## src/rtl/riscv_pkg.sv

```systemverilog
// Shared RV32I control definitions: control-FSM states, major opcodes and
// the datapath select encodings used by the control unit and the ALU.
package riscv_pkg;

    typedef enum logic [3:0] {
        S_FETCH,
        S_DECODE,
        S_EXEC_R,
        S_EXEC_I,
        S_ALU_WB,
        S_MEM_ADDR,
        S_MEM_RD,
        S_LOAD_WB,
        S_MEM_WR,
        S_BRANCH,
        S_JAL,
        S_LUI,
        S_TRAP
    } state_e;

    localparam logic [6:0] OP_R      = 7'h33;
    localparam logic [6:0] OP_I      = 7'h13;
    localparam logic [6:0] OP_LOAD   = 7'h03;
    localparam logic [6:0] OP_STORE  = 7'h23;
    localparam logic [6:0] OP_BRANCH = 7'h63;
    localparam logic [6:0] OP_JAL    = 7'h6F;
    localparam logic [6:0] OP_LUI    = 7'h37;

    localparam logic [1:0] ALU_ADD   = 2'b00;
    localparam logic [1:0] ALU_SUB   = 2'b01;
    localparam logic [1:0] ALU_FUNCT = 2'b10;

    localparam logic [1:0] SRCA_PC   = 2'b00;
    localparam logic [1:0] SRCA_RS1  = 2'b01;
    localparam logic [1:0] SRCA_ZERO = 2'b10;

    localparam logic [1:0] SRCB_RS2  = 2'b00;
    localparam logic [1:0] SRCB_STEP = 2'b01;
    localparam logic [1:0] SRCB_IMM  = 2'b10;

    localparam logic [1:0] PCSRC_ALU    = 2'b00;
    localparam logic [1:0] PCSRC_ALUOUT = 2'b01;
    localparam logic [1:0] PCSRC_JUMP   = 2'b10;

endpackage

```

## src/rtl/multicycle_control.sv

```systemverilog
// Multi-cycle RV32I main control: fetch/decode/execute/memory/writeback FSM
// driving datapath selects, write enables and the memory request handshake.
module multicycle_control
    import riscv_pkg::*;
#(
    parameter int PC_STEP = 4
) (
    input  logic       clk,
    input  logic       rst_n,
    input  logic [6:0] opcode,
    input  logic       mem_ready,
    input  logic       alu_zero,
    output logic [1:0] alu_op,
    output logic [1:0] alu_src_a,
    output logic [1:0] alu_src_b,
    output logic [1:0] pc_src,
    output logic       pc_write,
    output logic       pc_write_cond,
    output logic       i_or_d,
    output logic       mem_req,
    output logic       mem_we,
    output logic       ir_write,
    output logic       reg_write,
    output logic       mem_to_reg,
    output logic       illegal
);

    // PC_STEP lives in the datapath; it only has to be a sane positive step here.
    generate
        if (PC_STEP <= 0) begin : g_bad_pc_step
        end
    endgenerate

    // The branch condition is applied in the datapath, not here.
    logic unused_alu_zero;
    assign unused_alu_zero = alu_zero;

    state_e state_q, state_d;
    logic   illegal_q, illegal_d;

    always_ff @(posedge clk or negedge rst_n) begin
        if (!rst_n) begin
            state_q   <= S_FETCH;
            illegal_q <= 1'b0;
        end else begin
            state_q   <= state_d;
            illegal_q <= illegal_d;
        end
    end

    always_comb begin
        state_d = state_q;
        case (state_q)
            S_FETCH:    if (mem_ready) state_d = S_DECODE;
            S_DECODE: begin
                case (opcode)
                    OP_R:               state_d = S_EXEC_R;
                    OP_I:               state_d = S_EXEC_I;
                    OP_LOAD, OP_STORE:  state_d = S_MEM_ADDR;
                    OP_BRANCH:          state_d = S_BRANCH;
                    OP_JAL:             state_d = S_JAL;
                    OP_LUI:             state_d = S_LUI;
                    default:            state_d = S_TRAP;
                endcase
            end
            S_EXEC_R, S_EXEC_I, S_LUI:  state_d = S_ALU_WB;
            S_MEM_ADDR: state_d = (opcode == OP_LOAD) ? S_MEM_RD : S_MEM_WR;
            S_MEM_RD:   if (mem_ready) state_d = S_LOAD_WB;
            S_MEM_WR:   if (mem_ready) state_d = S_FETCH;
            S_ALU_WB, S_LOAD_WB, S_BRANCH, S_JAL: state_d = S_FETCH;
            S_TRAP:     state_d = S_TRAP;
            default:    state_d = S_FETCH;
        endcase
        illegal_d = illegal_q | (state_d == S_TRAP);
    end

    always_comb begin
        alu_op        = ALU_ADD;
        alu_src_a     = SRCA_PC;
        alu_src_b     = SRCB_RS2;
        pc_src        = PCSRC_ALU;
        pc_write      = 1'b0;
        pc_write_cond = 1'b0;
        i_or_d        = 1'b0;
        mem_req       = 1'b0;
        mem_we        = 1'b0;
        ir_write      = 1'b0;
        reg_write     = 1'b0;
        mem_to_reg    = 1'b0;
        case (state_q)
            S_FETCH: begin
                mem_req   = 1'b1;
                alu_src_b = SRCB_STEP;
                // Mealy strobes; gated by rst_n so nothing loads while reset is held
                ir_write  = mem_ready & rst_n;
                pc_write  = mem_ready & rst_n;
            end
            S_DECODE:   alu_src_b = SRCB_IMM;
            S_EXEC_R: begin
                alu_src_a = SRCA_RS1;
                alu_src_b = SRCB_RS2;
                alu_op    = ALU_FUNCT;
            end
            S_EXEC_I: begin
                alu_src_a = SRCA_RS1;
                alu_src_b = SRCB_IMM;
                alu_op    = ALU_FUNCT;
            end
            S_ALU_WB:   reg_write = 1'b1;
            S_MEM_ADDR: begin
                alu_src_a = SRCA_RS1;
                alu_src_b = SRCB_IMM;
            end
            S_MEM_RD: begin
                mem_req = 1'b1;
                i_or_d  = 1'b1;
            end
            S_LOAD_WB: begin
                reg_write  = 1'b1;
                mem_to_reg = 1'b1;
            end
            S_MEM_WR: begin
                mem_req = 1'b1;
                mem_we  = 1'b1;
                i_or_d  = 1'b1;
            end
            S_BRANCH: begin
                alu_src_a     = SRCA_RS1;
                alu_src_b     = SRCB_RS2;
                alu_op        = ALU_SUB;
                pc_write_cond = 1'b1;
                pc_src        = PCSRC_ALUOUT;
            end
            S_JAL: begin
                pc_write  = 1'b1;
                pc_src    = PCSRC_JUMP;
                reg_write = 1'b1;
            end
            S_LUI: begin
                alu_src_a = SRCA_ZERO;
                alu_src_b = SRCB_IMM;
            end
            default: ;
        endcase
    end

    assign illegal = illegal_q;

endmodule

```

## config.mk

```make
export PLATFORM = sky130hd
export DESIGN_NAME = multicycle_control
export DESIGN_NICKNAME = d
export VERILOG_FILES = /design/src/rtl/riscv_pkg.sv /design/src/rtl/multicycle_control.sv
export SDC_FILE = /design/constraint.sdc
export NUM_CORES = 1
export LEC_CHECK = 0
export CAP_MARGIN = 30
export CORE_MARGIN = 2
export CORE_UTILIZATION = 41
export DETAILED_ROUTE_END_ITERATION = 16
export PLACE_DENSITY = 0.91
export RECOVER_POWER = 100
export SETUP_SLACK_MARGIN = 0.1
export SYNTH_ARGS = -nofsm -noshare
export SYNTH_HDL_FRONTEND = slang
export SYNTH_SLANG_ARGS = --single-unit
```

## constraint.sdc

```tcl
create_clock -name clk -period 3.9 [get_ports clk]
set_clock_uncertainty 0.1 [all_clocks]
set_input_delay 0.39 -clock clk [delete_from_list [all_inputs] [get_ports clk]]
set_output_delay 0.39 -clock clk [all_outputs]
set_load 0.03 [all_outputs]
```

==> summary.md, run 1 <==
| Metric | Value |
|---|---|
| Maximum fanout along the worst path | `13` |
| Hold-fix buffers at CTS | `0` |
| Placed Area | `786 µm²` |
| Num rows | `13` |
| Setup Crit Path Kind | `flop to output port` |
| Status | `complete, no violations` |
| Leak | `0.356 nW` |
| Ant. Diodes | `0` |
| # fillers | `130` |
| Minimum clock period | `about 2.7 ns` |
| Routed Antenna Nets | `0` |
| Nets | `about 110` |
| Seq. cell area | `between 100 and 150 µm²` |
| Top-count cell post-synth | `nor2_1` |
| Worst Setup Start Kind | `flop` |
| Clock buffer depth | `2` |
| Xor/xnor share of the synthesized area | `1.60%` |
| Cell variety after synth | `31` |
| Ys Warns | `0` |
| Syn_nets | `89` |
| CP Data Arrival Time | `2.25 ns` |
| Tcrit/Tclk final | `70.3%` |
| RSZ-0062 raised after global routing | `no` |
| TritonCTS clock tree | `yes` |
| Die Y | `40.6 µm` |
| Max Cap Viol | `0` |
| Fraction of layout cells with a size suffix above 1 | `6.86%` |
| Total vias in the final route | `approximately 650` |
| Synth Area in Adders | `0%` |
| Vias in the first global route | `approximately 500` |
| Setup bufs post-CTS | `0` |
| CP endpoint kind | `output port` |
| Mux contribution to synthesized area | `under 10%` |
| Yosys reg bits | `5` |
| Largest net degree at the start of global routing | `15` |
| Synth top cells by count | `nor2_1, nand2_1, nor3_1, dfrtp_1` |
| First-pass GRT wire length | `2100 µm` |
| Final Wtd Congestion | `0.905` |
| Post-route cell area | `roughly 810 µm²` |
| Final Hold Viols | `0` |
| Total track usage | `a little under a fifth` |
| Power Density | `between 600 and 700 nW/µm²` |
| Gate power share | `65.5%` |
| Vias per cell | `5.54` |
| Initial antenna violation count | `0` |
| Top post-synthesis cells by area | `dfrtp_1, nor2_1, nor3_1, nand2_1, a21oi_1` |
| Max Fclk | `roughly 360 MHz` |
| Simple-Gate Fraction of Synth Area | `39.7%` |
| Main combinational cell family by area after synthesis | `simple AND/OR/NAND/NOR gates` |
| Area leader, netlist | `dfrtp_1` |
| DP HPWL | `1070 µm` |
| 1st-iter DRT viols | `13` |
| Floorplan Core Area | `1270 µm²` |
| Reg power frac | `approximately 23%` |
| Io pins | `28` |
| Switch share | `a little over half` |
| Total grt overflow | `0` |
| H-tree depth | `1` |
| Start point of the critical path | `state_q[0]` |
| Worst-Margin Slew | `about 0.5 ns` |
| Clk_lat worst skew | `approximately 0.23 ns` |
| Psw | `~0.00027 W` |
| Clock Power Share | `between 10% and 20%` |
| FFs w/ async S/R, synth | `100%` |
| DRC violation count after routing | `0` |
| Post-Route Setup TNS | `0 ns` |
| PortBufs | `26` |
| Syn Inst Count | `78` |
| Drt pass-1 iters | `4` |
| Share of the synthesized area in the top cell type | `approximately 23%` |
| Num Clock Sinks | `5` |
| Slew Limit Fails | `0` |
| Initial core utilization | `43.2%` |
| Area Growth Syn to Fin | `48.2%` |
| CTS resizes | `0` |
| Mapped Area | `~550 µm²` |
| DR WL/cell | `approximately 12 µm` |
| Multi-input gate area | `~370 µm²` |
| Inserted Clock Buffers | `3` |
| CP required | `about 3.4 ns` |
| Post-synth EDFFs | `0` |
| Final wirelength | `1380 µm` |
| Worst hold path type | `primary input to asynchronous set/reset pin` |
| Sequential area share after synthesis | `a little under a quarter` |
| Int Power | `~0.00024 W` |
| Die Width | `40.6 µm` |
| Final setup viols | `0` |
| FF-to-FF Start | `state_q[2]` |
| Peak ir drop on the vdd network | `around 0.00023 V` |
| Post-Syn Area per Cell | `~7 µm²` |
| Die Area | `roughly 1600 µm²` |
| CTS root buffer | `clkbuf_4` |
| Slew margin rel. | `between 60% and 70%` |
| Synth Area in Compound Gates | `a little under a quarter` |
| Main synth FF type | `dfrtp_1` |
| Clock-pin slew on the worst setup and hold paths | `~0.04 ns` |
final cells by class:
| type | count | area share, % |
|---|---|---|
| Tap cell | 15 | 2.31 |
| Inverter | 4 | 1.85 |
| Clock buffer | 4 | 3.24 |
| Multi-Input combinational cell | 63 | 45.1 |
| Timing Repair Buffer | 26 | 32.0 |
| Sequential cell | 5 | 15.4 |
cells in the final DEF, fill, tap and decap left out, drive strengths merged, types with 2 or more instances in the layout:
| cell | netlist | final |
|---|---|---|
| clkbuf | 0 | 4 |
| dfrtp | 5 | 5 |
| o311ai | 2 | 2 |
| nor2 | 10 | 10 |
| clkdlybuf4s50 | 0 | 6 |
| inv | 4 | 4 |
| nand2 | 8 | 8 |
| nand2b | 2 | 2 |
| o21ai | 4 | 4 |
| nor4 | 3 | 3 |
| dlygate4sd3 | 0 | 20 |
| and3 | 3 | 3 |
| or2 | 3 | 3 |
| a41o | 2 | 2 |
| a21oi | 4 | 4 |
| nand3 | 4 | 4 |
| nor2b | 2 | 2 |
| nor3 | 6 | 6 |
logic make-up after synthesis:
logic type | count (synthesis)
AO/OA/AOI/OAI | 18
AND/OR/NAND/NOR | 43
flip-flops | 5
buffers and inverters | 10
multiplexers | 1
XOR/XNOR | 1
state kept, by name (all words and copies together), names as in the netlist:
register and cells:
illegal 1, state_q 4
critical path, cell delays in order (launching register included):
cell and delay, ns:
dfrtp_1 0.52, nor4_1 0.46, and3_1 0.22, or2_1 0.09, dlygate4sd3_1 0.73
stage by stage:
| step | util (%) | hold slack, ns | power [W] | cells | worst slack [ns] |
|---|---|---|---|---|---|
| final | 64.0 | 0.354 | 0.000510 | 117 | 1.16 |
| after global routing | 64.0 | 0.348 | 0.000550 | 117 | 1.03 |
| after CTS | 64.0 | 0.283 | 0.000536 | 117 | 1.17 |
| after detailed placement | 61.9 | 0.357 | 0.000475 | 113 | 1.44 |
| after global placement | 61.9 | 0.361 | 0.000470 | 113 | 1.46 |
| after floorplan | - | -0.00559 | 0.000355 | 78 | 1.01 |
per-layer routing:
layer	GRT usage (%)	wire length [µm]
met1	22.8	589
met2	32.9	699
met3	6.67	85
met4	0.833	0
met5	0	0
final timing paths:
path	endpoint	slack (ns)	cells after the start
min in group clk	illegal	0.36	1
worst min-delay path	state_q[1]	0.35	1
worst max-delay path	pc_write	1.16	4
max in group asynchronous	illegal	3.15	1
worst min register to register	illegal	0.36	1
worst max register to register	illegal	2.07	4
power groups by stage:
stage	combinational (W)	clock, W	sequential (W)
finish	0.000334	0.0000576	0.000119
global route	0.000358	0.0000686	0.000123
CTS	0.000359	0.0000600	0.000117
detailed placement	0.000358	0	0.000118
global placement	0.000353	0	0.000117
floorplan	0.000262	0	0.0000929
Note: power is estimated with default switching activity, not from simulation.
==> run 2, diff against run 1 <==
Settings changed: CORE_UTILIZATION 41 to 34, PLACE_DENSITY 0.91 to 0.82.
Clock period 3.9 ns to 2.4 ns, I/O delays scaled along.
==> summary.md, run 2 (synthesized netlist as in run 1, its figures left out) <==
| Metric | Value |
|---|---|
| Num rows | `14 (+1)` |
| # fillers | `157 (+21%)` |
| Final Worst Setup Slack | `0.152 ns (-1.01 ns)` |
| CTS root buffer | `clkbuf_4` |
| Io pins | `28 (unchanged)` |
| Inserted Clock Buffers | `3 (unchanged)` |
| Clock-pin slew on the worst setup and hold paths | `0.04 ns (about the same)` |
| Setup Crit Path Kind | `flop to output port` |
| DRC violation count after routing | `0 (unchanged)` |
| TritonCTS clock tree | `yes` |
| Vias in the first global route | `568 (+11%)` |
| Slew Limit Fails | `0 (unchanged)` |
| Final Wtd Congestion | `0.729 (-20%)` |
| Ant. Diodes | `0 (unchanged)` |
| Total vias in the final route | `676 (+4.3%)` |
| Power Density | `1040 nW/µm² (+66%)` |
| Clk_lat worst skew | `0.23 ns (about the same)` |
| Worst hold path type | `primary input to asynchronous set/reset pin` |
| DP HPWL | `1160 µm (+8.3%)` |
| Final setup viols | `0 (unchanged)` |
| Routed Antenna Nets | `0 (unchanged)` |
| First-pass GRT wire length | `2280 µm (+8.5%)` |
| Slew margin rel. | `63.4% (-2.0 points)` |
| RSZ-0062 raised after global routing | `no` |
| PortBufs | `26 (unchanged)` |
| Tcrit/Tclk final | `93.7%` |
| Fraction of layout cells with a size suffix above 1 | `8.57% (+1.7 points)` |
| Worst Hold Slack | `0.315 ns (-0.0390 ns)` |
| Floorplan Core Area | `1510 µm² (+19%)` |
| Slowest CP cell | `dlygate4sd3_1` |
| Initial antenna violation count | `0 (unchanged)` |
| Die Width | `44.1 µm (+8.8%)` |
| Worst stage delay on the critical path | `0.75 ns (+0.02 ns)` |
| Commonest non-fill, non-tap cell in the layout | `nor2_1` |
| Area Growth Syn to Fin | `48.4%` |
| Reg with most FFs | `state_q` |
| CP endpoint kind | `output port` |
| Total chip power | `0.000847 W (+66%)` |
| Max Fclk | `445 MHz` |
| Vias per cell | `5.59 (+0.87%)` |
| CP Data Arrival Time | `1.91 ns (-0.34 ns)` |
| Max reg flops | `4 (unchanged)` |
| Clock buffer depth | `2 (unchanged)` |
| Most frequent cells in the layout | `nor2_1, clkdlybuf4s50_1, dlygate4sd2_1` |
| Worst-path cell chain | `inv_1, nand2_1, nor2_1, dlygate4sd3_1` |
| Placement Setup Slack | `0.206 ns (-1.23 ns)` |
| Initial core utilization | `36.4% (-6.8 points)` |
| Minimum clock period | `roughly 2.2 ns` |
| Total track usage | `15.0% (-3.8 points)` |
| Max Cap Viol | `0 (unchanged)` |
| Die Y | `44.1 µm (+8.8%)` |
| Worst-Margin Slew | `0.544 ns (+0.0294 ns)` |
| Largest net degree at the start of global routing | `12 (-3)` |
| DR WL/cell | `11.8 µm (+0.28%)` |
| Final wirelength | `1430 µm (+3.7%)` |
| Leak | `0.359 nW (+0.88%)` |
| Post-Route Setup TNS | `0 ns (unchanged)` |
| Maximum fanout along the worst path | `10 (-3)` |
| Drt pass-1 iters | `4 (unchanged)` |
| CP required | `2.06 ns (-1.35 ns)` |
| Fin util | `54.0% (-10 points)` |
| Status | `complete, no violations` |
| H-tree depth | `1 (unchanged)` |
| 1st-iter DRT viols | `21 (+8)` |
| Num Clock Sinks | `5 (unchanged)` |
| Final Hold Viols | `0 (unchanged)` |
| Die Area | `1950 µm² (+18%)` |
| Total grt overflow | `0 (unchanged)` |
| Worst Setup Start Kind | `flop` |
| Nets | `117 (+2.6%)` |
| Peak ir drop on the vdd network | `0.000418 V (+83%)` |
==> run 2: path summary, 6_finish.rpt <==
path                                   end  startpoint  slack, ns  depth (start not counted)
max in group asynchronous       state_q[2]       rst_n       1.68                          2
worst min-delay path            state_q[3]       rst_n       0.31                          2
worst max-delay path             alu_op[1]  state_q[3]       0.15                          4
worst max register to register     illegal  state_q[2]       0.36                          5
min in group clk                   illegal     illegal       0.36                          1
worst min register to register     illegal     illegal       0.36                          1
==> run 2: cell type report <==
cell class / instances / area [µm²] / area share (%)
clock buffers: 4 / 26.3 / 3.23
inverters: 4 / 15.0 / 1.85
multi-input cells: 63 / 382 / 46.9
flip-flops and latches: 5 / 125 / 15.4
well taps: 16 / 20.0 / 2.46
repair buffers: 29 / 245 / 30.2
==> run 2: stage by stage <==
stage | instances | area (µm²)
global route | 121 | 813
finish | 121 | 813
global placement | 117 | 825
floorplan | 78 | 563
detailed placement | 117 | 825
CTS | 121 | 840
==> run 2: what timing repair did <==
| action | CTS | global route |
|---|---|---|
| hold buffers | 0 | 0 |
| setup endpoints to repair | 9 | 4 |
| resized for setup | 9 | 5 |
| buffers inserted | 0 | 0 |
==> run 2: report_power, final <==
| group | switching (W) | total, W | internal, W |
|---|---|---|---|
| combinational | 0.000353 | 0.000572 | 0.000219 |
| clock | 0.0000299 | 0.0000925 | 0.0000626 |
| sequential | 0.0000684 | 0.000183 | 0.000115 |
| total | 0.000451 | 0.000847 | 0.000396 |
==> run 2: worst max-delay path: cells and delay by family (launching register included) <==
kind	cells	cell delay [ns]
DFF	1	0.50
buffers and inverters	2	0.93
and+or+nand+nor	2	0.25
==> run 2: layer usage <==
layer	wire, µm	GRT usage, %	vias to the layer above
met4	17	3.64	0
li1	-	-	339
met3	92	2.45	2
met1	595	15.9	307
met2	721	30.0	28
met5	0	0	-
